## src/rtl/rf_level_ctrl_if.sv

```systemverilog
// Handshake bundle between rf_level_ctrl and its environment (core, interrupt
// sources, rf_stack). The master modport drives requests; the slave is the controller.
interface rf_level_ctrl_if #(
  parameter int NumLevels = 8,
  parameter int DataWidth = 32
);
  localparam int IndexLevels = $clog2(NumLevels);

  logic [NumLevels-1:0]   irqReq;
  logic                   stall;
  logic                   mret;
  logic [DataWidth-1:0]   pc;
  logic [DataWidth-1:0]   raIn;
  logic [IndexLevels-1:0] level;
  logic                   writeRaEn;
  logic [DataWidth-1:0]   writeRaData;
  logic [NumLevels-1:0]   irqAck;
  logic                   preempt;
  logic                   ret;
  logic [IndexLevels-1:0] depth;
  logic                   error;

  modport master (
    output irqReq, stall, mret, pc, raIn,
    input  level, writeRaEn, writeRaData, irqAck, preempt, ret, depth, error
  );

  modport slave (
    input  irqReq, stall, mret, pc, raIn,
    output level, writeRaEn, writeRaData, irqAck, preempt, ret, depth, error
  );
endinterface

```

## src/rtl/rf_level_ctrl.sv

```systemverilog
// Interrupt level controller: preempts to the highest pending level, saves the
// return address to rf_stack and restores levels on mret. Define
// RF_LEVEL_CTRL_TAIL_CHAIN_EN to chain straight into a pending handler on mret.
module rf_level_ctrl #(
  parameter int NumLevels = 8,
  parameter int DataWidth = 32
) (
  input  logic          clk,
  input  logic          reset,
  rf_level_ctrl_if.slave bus
);
  localparam int IndexLevels = $clog2(NumLevels);

  typedef enum logic [1:0] {
    RUN     = 2'd0,
    PREEMPT = 2'd1,
    RETURN  = 2'd2
  } state_e;

  state_e                 state_q, state_d;
  logic [IndexLevels-1:0] level_q, level_d;
  logic [IndexLevels-1:0] depth_q, depth_d;
  logic [IndexLevels-1:0] stack_q [NumLevels-1];
  logic [IndexLevels-1:0] stack_d [NumLevels-1];
  logic                   error_q, error_d;
  logic [DataWidth-1:0]   write_ra_data_q, write_ra_data_d;

  logic [IndexLevels-1:0] target;
  logic                   take_irq;
  logic [IndexLevels-1:0] top_level;

  always_ff @(posedge clk) begin
    if (!reset) begin
      state_q         <= RUN;
      level_q         <= '0;
      depth_q         <= '0;
      stack_q         <= '{default: '0};
      error_q         <= 1'b0;
      write_ra_data_q <= '0;
    end else begin
      state_q         <= state_d;
      level_q         <= level_d;
      depth_q         <= depth_d;
      stack_q         <= stack_d;
      error_q         <= error_d;
      write_ra_data_q <= write_ra_data_d;
    end
  end

  always_comb begin
    target = '0;
    for (int unsigned i = 1; i < NumLevels; i++) begin
      if (bus.irqReq[i]) target = i[IndexLevels-1:0];
    end
    top_level = stack_q[depth_q - IndexLevels'(1)];
    take_irq  = (target > level_q) && !bus.stall;

    state_d         = RUN;
    level_d         = level_q;
    depth_d         = depth_q;
    stack_d         = stack_q;
    error_d         = error_q;
    write_ra_data_d = write_ra_data_q;

    // PREEMPT and RETURN ignore all inputs and fall back to RUN.
    if (state_q == RUN) begin
      if (bus.mret) begin
        if (depth_q == '0) begin
          error_d = 1'b1;
        end else begin
`ifdef RF_LEVEL_CTRL_TAIL_CHAIN_EN
          // Chain: the current level is replaced in place, the saved entry stays put.
          if ((target > top_level) && !bus.stall) begin
            state_d         = PREEMPT;
            level_d         = target;
            write_ra_data_d = bus.raIn;
          end else begin
            state_d = RETURN;
            level_d = top_level;
            depth_d = depth_q - IndexLevels'(1);
          end
`else
          state_d = RETURN;
          level_d = top_level;
          depth_d = depth_q - IndexLevels'(1);
`endif
        end
      end else if (take_irq) begin
        state_d          = PREEMPT;
        stack_d[depth_q] = level_q;
        level_d          = target;
        depth_d          = depth_q + IndexLevels'(1);
        write_ra_data_d  = bus.pc;
      end
    end
  end

  always_comb begin
    bus.level       = level_q;
    bus.depth       = depth_q;
    bus.error       = error_q;
    bus.writeRaData = write_ra_data_q;
    bus.writeRaEn   = (state_q == PREEMPT);
    bus.preempt     = (state_q == PREEMPT);
    bus.ret         = (state_q == RETURN);
    bus.irqAck      = (state_q == PREEMPT) ? (NumLevels'(1) << level_q) : '0;
  end
endmodule

```

## src/flat_wrapper.sv

```systemverilog
// flat-port wrapper written by rule: the top's interface ports become plain ports
module rf_level_ctrl_flat 
#(
  parameter int NumLevels = 8,
  parameter int DataWidth = 32
)
  (clk, reset, bus_irqReq, bus_stall, bus_mret, bus_pc, bus_raIn, bus_level, bus_writeRaEn, bus_writeRaData, bus_irqAck, bus_preempt, bus_ret, bus_depth, bus_error);
  rf_level_ctrl_if #(.NumLevels(NumLevels), .DataWidth(DataWidth)) bus_i ();
  input  logic clk;
  input  logic reset;
  input wire logic [$bits(bus_i.irqReq)-1:0] bus_irqReq;
  input wire logic [$bits(bus_i.stall)-1:0] bus_stall;
  input wire logic [$bits(bus_i.mret)-1:0] bus_mret;
  input wire logic [$bits(bus_i.pc)-1:0] bus_pc;
  input wire logic [$bits(bus_i.raIn)-1:0] bus_raIn;
  output wire logic [$bits(bus_i.level)-1:0] bus_level;
  output wire logic [$bits(bus_i.writeRaEn)-1:0] bus_writeRaEn;
  output wire logic [$bits(bus_i.writeRaData)-1:0] bus_writeRaData;
  output wire logic [$bits(bus_i.irqAck)-1:0] bus_irqAck;
  output wire logic [$bits(bus_i.preempt)-1:0] bus_preempt;
  output wire logic [$bits(bus_i.ret)-1:0] bus_ret;
  output wire logic [$bits(bus_i.depth)-1:0] bus_depth;
  output wire logic [$bits(bus_i.error)-1:0] bus_error;
  assign bus_i.irqReq = bus_irqReq;
  assign bus_i.stall = bus_stall;
  assign bus_i.mret = bus_mret;
  assign bus_i.pc = bus_pc;
  assign bus_i.raIn = bus_raIn;
  assign bus_level = bus_i.level;
  assign bus_writeRaEn = bus_i.writeRaEn;
  assign bus_writeRaData = bus_i.writeRaData;
  assign bus_irqAck = bus_i.irqAck;
  assign bus_preempt = bus_i.preempt;
  assign bus_ret = bus_i.ret;
  assign bus_depth = bus_i.depth;
  assign bus_error = bus_i.error;
  rf_level_ctrl #(.NumLevels(NumLevels), .DataWidth(DataWidth)) u_core (.clk(clk), .reset(reset), .bus(bus_i));
endmodule
```

## config.mk

```make
export PLATFORM = sky130hd
export DESIGN_NAME = rf_level_ctrl_flat
export DESIGN_NICKNAME = d
export VERILOG_FILES = /design/src/rtl/rf_level_ctrl_if.sv /design/src/rtl/rf_level_ctrl.sv /design/src/flat_wrapper.sv
export SDC_FILE = /design/constraint.sdc
export NUM_CORES = 1
export LEC_CHECK = 0
export CORE_MARGIN = 5
export CORE_UTILIZATION = 45
export DETAILED_ROUTE_END_ITERATION = 8
export PLACE_DENSITY_LB_ADDON = 0.25
export SETUP_SLACK_MARGIN = 0.15
export SYNTH_ARGS = -nofsm -noshare
export SYNTH_HDL_FRONTEND = slang
export SYNTH_SLANG_ARGS = --single-unit
```

## constraint.sdc

```tcl
create_clock -name clk -period 6.8 [get_ports clk]
set_clock_uncertainty 0.2 [all_clocks]
set_input_delay 2.04 -clock clk [delete_from_list [all_inputs] [get_ports clk]]
set_output_delay 2.04 -clock clk [all_outputs]
set_load 0.01 [all_outputs]
```

==> impl_metrics.toml, run 1 <==
[status]
status = "complete, no violations"

[final_layout]
final_common_cell = "nand2_1"
nFillCells = 493
drive_gt1_share_pct = 7.54
nNetsFinal = 489
diodes = 0
layout_common_cells = "nand2_1 (96), clkdlybuf4s50_1 (92), dfxtp_1 (62)"
area_growth_syn_to_layout_pct = 40.7
final_cells = 486

[place]
post-place-ws_ns = 1.68
dp_hpwl_um = 4740
routabilityCongestion = 0.767
io_buffers = 92
dp.cells = 471

[worst_setup_path]
worstPathMaxFanout = 25
r2r_cells = 8
startpoint_type = "input pin"
crit_arrival_ns = 4.78
cp-endpoint = "u_core.bus.writeRaData[19]"
r2r-start = "u_core.bus.level[2]"
regToRegEndpoint = "u_core.bus.writeRaData[19]"
crit_required_ns = 6.84
worstSetupPathType = "in2reg"
end_kind = "flip-flop"
critPathLaunch = "bus_irqReq[6]"
rrSetupSlack_ns = 3.90

[clocking]
htreeDepth = 3
postCtsHoldBufs = 0
clk_latency_ns = 0.32
cts_buffers = 9
clk_pin_slew_ns = 0.07
cts_sinks = 62
cts_root_buf = "clkbuf_8"
post_cts_buffers = 0
ctsResizeCount = 0
tritoncts = "yes"
clk_path_buf_depth = 2

[routing]
num_vias = 2426
final_antenna_net_count = 0
first_pass_iters = 4
vias_per_cell = 4.99
routed_wl_um = 6590
drt-initial-drc-count = 128
post_drt_wl_per_cell_um = 13.6
drc = 0

[timing]
setup_viol = 0
tns_ns = 0
worst_pin_slew_ns = 1.16
max_freq_ghz = 0.211
drv_slew = 0
setup_ws_ns = 2.06
rsz0062_at_grt = "false"
period_share_pct = 69.8
relSlewSlack_pct = 22.4
hold_viol_final = 0
layout_min_cycle_time_ns = 4.74

[yosys]
synth_area_leaders = "dfxtp_1 (45%), nand2_1 (13%), mux2i_1 (7.6%)"
syn-num-nets = 405
ys_async_sr_fraction_pct = 0
ys_warn_count = 0
ys_seq_elements = 62
synth_top_area_cell = "dfxtp_1"
ys.flop_type = "dfxtp_1"
synth_top_area_share_pct = 45.1
synth_edf_count = 0
syn_area_mm2 = 0.00275
synth_cell_types = 35
avgSynthCellArea_um2 = 8.52
ys_seq_area_share_pct = 45.1
synth_cells = 323

[hold_path]
hold_path_class = "reg2reg"
min_from = "u_core.bus.writeRaData[5]"

[global_routing]
antenna_found_initial = 0
grt.overflow.total = 0
grt_max_degree = 39
grtUsageTotal_pct = 17.0
grt_pass1_wl_um = 10500
grt_pass1_vias = 2249

[job]
maxCapViolations = 0

[floorplanning]
pin_count = 126
dieArea_mm2 = 0.00778
row_count = 28
die_w_um = 88.2
die_h_um = 88.2
start_util_pct = 46.5
core_mm2 = 0.00592

[power_and_ir_drop]
worst_ir_drop_vdd_mv = 0.173
leakage_nw = 1.39
power_mw = 1.19
p_per_area_mw_per_mm2 = 306
registers in the layout (all words and copies together) (netlist names):
register	cells
u_core.bus.depth	3
u_core.bus.level	3
u_core.bus.error	1
u_core.bus.writeRaData	32
u_core.stack_q	21
u_core.state_q	2
through the flow:
stage | instance area, µm² | util (%) | hold WS (ns)
finish | 3870 | 65.4 | 0.254
CTS | 3870 | 65.4 | 0.254
global route | 3870 | 65.4 | 0.275
global placement | 3700 | 62.5 | 0.239
floorplan | 2750 | - | 0.231
detailed placement | 3700 | 62.5 | 0.248
cells in the mapped netlist (2+ instances only):
cell      number
and4_1         2
nand3_1        4
nor2_1        16
nor3_2         2
dfxtp_1       62
mux4_2         3
clkbuf_1      15
o21ai_0        4
nor3_1         2
ha_1           6
mux2i_1       21
nor4_4         3
inv_1          8
a31oi_1        4
nor2b_1        5
mux2_2         3
a21o_1         2
a221o_1        3
nand2b_1       6
xnor2_1        3
buf_2          6
a21oi_1       35
nand2_1       96
worst max-delay path, stage by stage:
cell	delay, ns
clkdlybuf4s50_1	0.51
inv_1	0.05
a21oi_1	0.15
o31a_1	0.18
ha_1	0.15
and3b_1	0.18
o211ai_2	0.28
or2_1	0.61
buf_4	0.40
nand2_1	0.09
a21oi_1	0.14
area by class of cell:
type                            instances  area [µm²]  share of cell area [%]
Clock buffer                           11         151                    3.91
Inverter                                8        30.0                   0.775
Multi-Input combinational cell        231        1390                    35.9
Clock inverter                          4        22.5                   0.582
Sequential cell                        62        1240                    32.1
Timing Repair Buffer                   95         943                    24.4
Tap cell                               75        93.8                    2.42
layer usage:
layer  vias to the layer above  part of all wire (%)  global-route usage [%]
met5                         -                     0                       0
met4                         0                   1.8                    7.69
met3                        11                   8.1                    4.56
met2                        76                    48                    27.6
met1                      1093                    42                    21.2
li1                       1246                     -                       -
power breakdown:
part	switching [mW]	leakage [nW]	internal, mW
combinational	0.216	0.796	0.214
clock	0.134	0.0910	0.148
sequential	0.0664	0.504	0.408
total	0.417	1.39	0.770
cell families after synthesis:
family                   share of synthesized area [%]
AO/OA/AOI/OAI                                     11.8
XOR/XNOR                                         0.955
adder cells (fa/ha/maj)                           2.73
buffers and inverters                             4.50
flip-flops                                        45.1
multiplexers                                      11.3
AND/OR/NAND/NOR                                   23.6
worst min-delay path by stage:
| stage | slack [ns] | to | cells past startpoint |
|---|---|---|---|
| after CTS | 0.25 | u_core.bus.writeRaData[7] | 2 |
| final | 0.25 | u_core.bus.writeRaData[5] | 2 |
| after global routing | 0.27 | u_core.stack_q[15] | 2 |
| after detailed placement | 0.25 | u_core.bus.writeRaData[7] | 2 |
| after floorplan | 0.23 | u_core.stack_q[6] | 2 |
| after global placement | 0.24 | u_core.stack_q[8] | 2 |
Note: power is estimated with default switching activity, not from simulation.
==> inputs of run 2 (changes only) <==
CORE_UTILIZATION = 37   (was 45)
clock period = 4.3 ns   (was 6.8 ns; I/O delays follow)
==> impl_metrics.toml, run 2 (synthesis results as in run 1) <==
[status]
status = "complete, no violations"

[worst_setup_path]
slowest_stage = "clkdlybuf4s50_1"
end_kind = "flip-flop"
crit_chain = "clkdlybuf4s50_1, inv_1, a21oi_1, o31a_1, ha_1, and3b_1, o211ai_2, or2_1, buf_4, nor3_2, mux2i_1"
worstPathMaxFanout = 13
startpoint_type = "input pin"
crit_arrival_ns = 3.74
critPathBufInv = 3
crit_required_ns = 4.36
path_delay_family = "simple AND/OR/NAND/NOR gates"
worstSetupPathType = "in2reg"
max_stage_delay_ns = 0.42

[power_and_ir_drop]
pwr-share-seq_pct = 38.3
p_int_mw = 1.28
leakage_nw = 1.42
p_sw_mw = 0.690
p_per_area_mw_per_mm2 = 496
swShare_pct = 35.1
power_frac_comb_pct = 35.1
clkPwrFrac_pct = 26.6
worst_ir_drop_vdd_mv = 0.211

[floorplanning]
core_mm2 = 0.00725
start_util_pct = 38.0
dieArea_mm2 = 0.00926
pin_count = 126
die_w_um = 96.3
die_h_um = 96.3
row_count = 31

[routing]
routed_wl_um = 7000
final_antenna_net_count = 0
drt-initial-drc-count = 105
vias_per_cell = 4.77
num_vias = 2453
drc = 0
post_drt_wl_per_cell_um = 13.6
first_pass_iters = 4

[final_layout]
drive_gt1_share_pct = 8.43
nNetsFinal = 492
nFillCells = 662
largest_register_ffs = 32
final_common_cell = "nand2_1"
area_growth_syn_to_layout_pct = 43.8
diodes = 0
layout_common_cells = "nand2_1 (96), clkdlybuf4s50_1 (92), dfxtp_1 (62)"
final_util_pct = 54.6

[clocking]
ctsResizeCount = 0
post_cts_buffers = 0
htreeDepth = 3
clk_pin_slew_ns = 0.08
clk_path_buf_depth = 2
cts_root_buf = "clkbuf_8"
postCtsHoldBufs = 0
cts_buffers = 9
cts_sinks = 62
clk_latency_ns = 0.33
tritoncts = "yes"

[timing]
hold_ws_ns = 0.254
drv_slew = 0
max_freq_ghz = 0.271
period_share_pct = 85.7
layout_min_cycle_time_ns = 3.69
worst_pin_slew_ns = 1.24
setup_viol = 0
relSlewSlack_pct = 17.5
setup_ws_ns = 0.614
rsz0062_at_grt = "false"
tns_ns = 0
hold_viol_final = 0

[global_routing]
grtUsageTotal_pct = 15.3
grt.overflow.total = 0
grt_pass1_wl_um = 10900
grt_max_degree = 39
grt_pass1_vias = 2317
antenna_found_initial = 0

[place]
io_buffers = 92
post-place-ws_ns = 0.240
routabilityCongestion = 0.790
dp_hpwl_um = 5000

[hold_path]
hold_path_class = "reg2reg"

[job]
maxCapViolations = 0
run 2: worst paths after layout:
path	from	end	slack, ns	depth (start not counted)
setup / recovery	bus_irqReq[2]	u_core.stack_q[5]	0.61	11
hold / removal	u_core.bus.writeRaData[25]	u_core.bus.writeRaData[25]	0.25	2
setup reg to reg	u_core.bus.depth[0]	u_core.bus.level[0]	1.40	7
hold reg to reg	u_core.bus.writeRaData[25]	u_core.bus.writeRaData[25]	0.25	2
run 2: stage by stage:
step	cells	instance area [µm²]	power (mW)
6_report	514	3960	1.96
5_1_grt	514	3960	2.11
4_1_cts	514	3960	1.99
3_5_place_dp	498	3750	1.46
3_3_place_gp	498	3750	1.45
2_1_floorplan	323	2750	1.18
run 2: layer usage:
metal / GRT usage (%) / share of wire, %
met5: 0 / 0
met4: 5.33 / 1.4
met3: 4.85 / 7.4
met2: 25.1 / 47
met1: 18.8 / 44
run 2: final cells by class:
type	instances	area (µm²)	area share, %
repair buffers	98	966	24.4
clock buffers	10	138	3.48
flip-flops and latches	62	1240	31.4
multi-input cells	231	1390	35.1
clock inverters	6	68.8	1.74
well taps	99	124	3.13
inverters	8	30.0	0.759
run 2: worst reg2reg max path, cell delays in order (launching register included):
cell	delay (ns)
dfxtp_1	0.86
inv_1	0.30
ha_1	0.59
mux4_2	0.36
nand2b_1	0.16
nand3_1	0.12
o21a_1	0.12
a21oi_1	0.06
run 2: power groups by stage:
stage                     clock, mW  combinational [mW]  sequential [mW]
after floorplan                   0               0.434            0.745
after global placement            0               0.685            0.762
after detailed placement          0               0.695            0.767
after CTS                     0.537               0.698            0.755
after global routing          0.568               0.771            0.770
final                         0.522               0.689            0.753
==> inputs of run 3 (changes only) <==
CORE_UTILIZATION = 41   (was 37)
clock period = 3.42 ns   (was 4.3 ns; I/O delays follow)
==> impl_metrics.toml, run 3 (synthesis results as in run 1) <==
[timing]
setup_ws_ns = 0.339
period_share_pct = 90.1
layout_min_cycle_time_ns = 3.08
max_freq_ghz = 0.325
rsz0062_at_grt = "false"
worst_pin_slew_ns = 0.639
drv_slew = 0
relSlewSlack_pct = 57.4
hold_viol_final = 0
setup_viol = 0
tns_ns = 0

[routing]
vias_per_cell = 4.82
first_pass_iters = 4
final_antenna_net_count = 0
routed_wl_um = 6990
drc = 0
num_vias = 2427
post_drt_wl_per_cell_um = 13.9
drt-initial-drc-count = 154

[place]
post-place-ws_ns = -0.208
dp_hpwl_um = 5030
dpl_cell_area_mm2 = 0.00380
routabilityCongestion = 0.773
io_buffers = 92

[power_and_ir_drop]
p_per_area_mw_per_mm2 = 603
worst_ir_drop_vdd_mv = 0.319
leakage_nw = 1.53

[worst_setup_path]
worstPathMaxFanout = 3
crit_arrival_ns = 3.13
startpoint_type = "input pin"
end_kind = "flip-flop"
worstSetupPathType = "in2reg"
crit_required_ns = 3.47
rrSetupSlack_ns = 0.94

[clocking]
postCtsHoldBufs = 0
clk_pin_slew_ns = 0.07
clk_path_buf_depth = 2
cts_root_buf = "clkbuf_8"
htreeDepth = 3
clk_latency_ns = 0.33
cts_buffers = 9
cts_sinks = 62
tritoncts = "yes"

[global_routing]
grt.overflow.total = 0
grt_max_degree = 39
grt_pass1_wl_um = 10900
antenna_found_initial = 0
grt_pass1_vias = 2295
grtUsageTotal_pct = 16.0

[floorplanning]
row_count = 29
start_util_pct = 42.9
core_mm2 = 0.00642
die_w_um = 91.9
dieArea_mm2 = 0.00845
pin_count = 126
die_h_um = 91.9

[final_layout]
largest_register_ffs = 32
area_growth_syn_to_layout_pct = 47.3
nFillCells = 554
diodes = 0
nNetsFinal = 505
layout_common_cells = "nand2_1 (95), clkdlybuf4s50_1 (85), dfxtp_1 (62)"
drive_gt1_share_pct = 12.9
final_common_cell = "nand2_1"
design_area_mm2 = 0.00405

[job]
maxCapViolations = 0

[status]
status = "complete, no violations"

[hold_path]
hold_path_class = "reg2reg"
run 3: cell types whose count changed in the layout (fill, tap and decap cells not counted), sizes merged:
cell,previous run,this run
buf,6,19
bufinv,1,0
clkbuf,10,12
clkdlybuf4s50,92,85
clkinv,3,1
clkinvlp,1,2
dlymetal6s2s,0,7
inv,9,8
run 3: metal layers:
layer  vias to the layer above  wire length, µm  GRT usage, %
met5                         -                0             0
met4                         0               72          6.68
met3                         5              349          4.26
met2                        55             3580          28.1
met1                      1084             2990          18.4
li1                       1283                -             -
run 3: metrics by stage:
stage / hold WS, ns / total power [mW] / util, % / instances
final: 0.254 / 2.44 / 63.1 / 504
after global routing: 0.269 / 2.62 / 63.1 / 504
after CTS: 0.255 / 2.45 / 61.9 / 501
after detailed placement: 0.246 / 1.87 / 59.1 / 486
after global placement: 0.239 / 1.85 / 59.1 / 486
after floorplan: 0.231 / 1.48 / - / 323
run 3: path summary, 6_finish.rpt:
check	end	depth (start not counted)	startpoint
max	u_core.stack_q[12]	11	bus_irqReq[2]
min	u_core.bus.writeRaData[5]	2	u_core.bus.writeRaData[5]
max reg2reg	u_core.bus.level[0]	7	u_core.bus.depth[0]
min reg2reg	u_core.bus.writeRaData[5]	2	u_core.bus.writeRaData[5]
run 3: critical path, cell delays in order:
cell,delay (ns)
dlymetal6s2s_1,0.13
inv_1,0.07
a21oi_2,0.06
o31a_1,0.31
ha_2,0.17
and3b_1,0.21
o211ai_2,0.09
or2_4,0.29
buf_6,0.13
nor4_4,0.41
mux2i_1,0.23
run 3: timing repair:
action / in CTS / in global routing
pin swaps: 0 / 8
endpoints found under the setup margin: 1 / 38
resized for setup: 1 / 17
setup buffers: 0 / 3
run 3: final cells by class:
class | instances | area [µm²] | area share [%]
flip-flops and latches | 62 | 1240 | 30.6
multi-input cells | 231 | 1430 | 35.2
repair buffers | 111 | 1080 | 26.8
inverters | 8 | 30.0 | 0.741
clock inverters | 3 | 20.0 | 0.494
well taps | 77 | 96.3 | 2.38
clock buffers | 12 | 155 | 3.83
run 3: report_power, final:
part | internal [mW] | total (mW) | switching [mW]
sequential | 0.811 | 0.927 | 0.116
combinational | 0.482 | 0.948 | 0.466
clock | 0.297 | 0.567 | 0.270
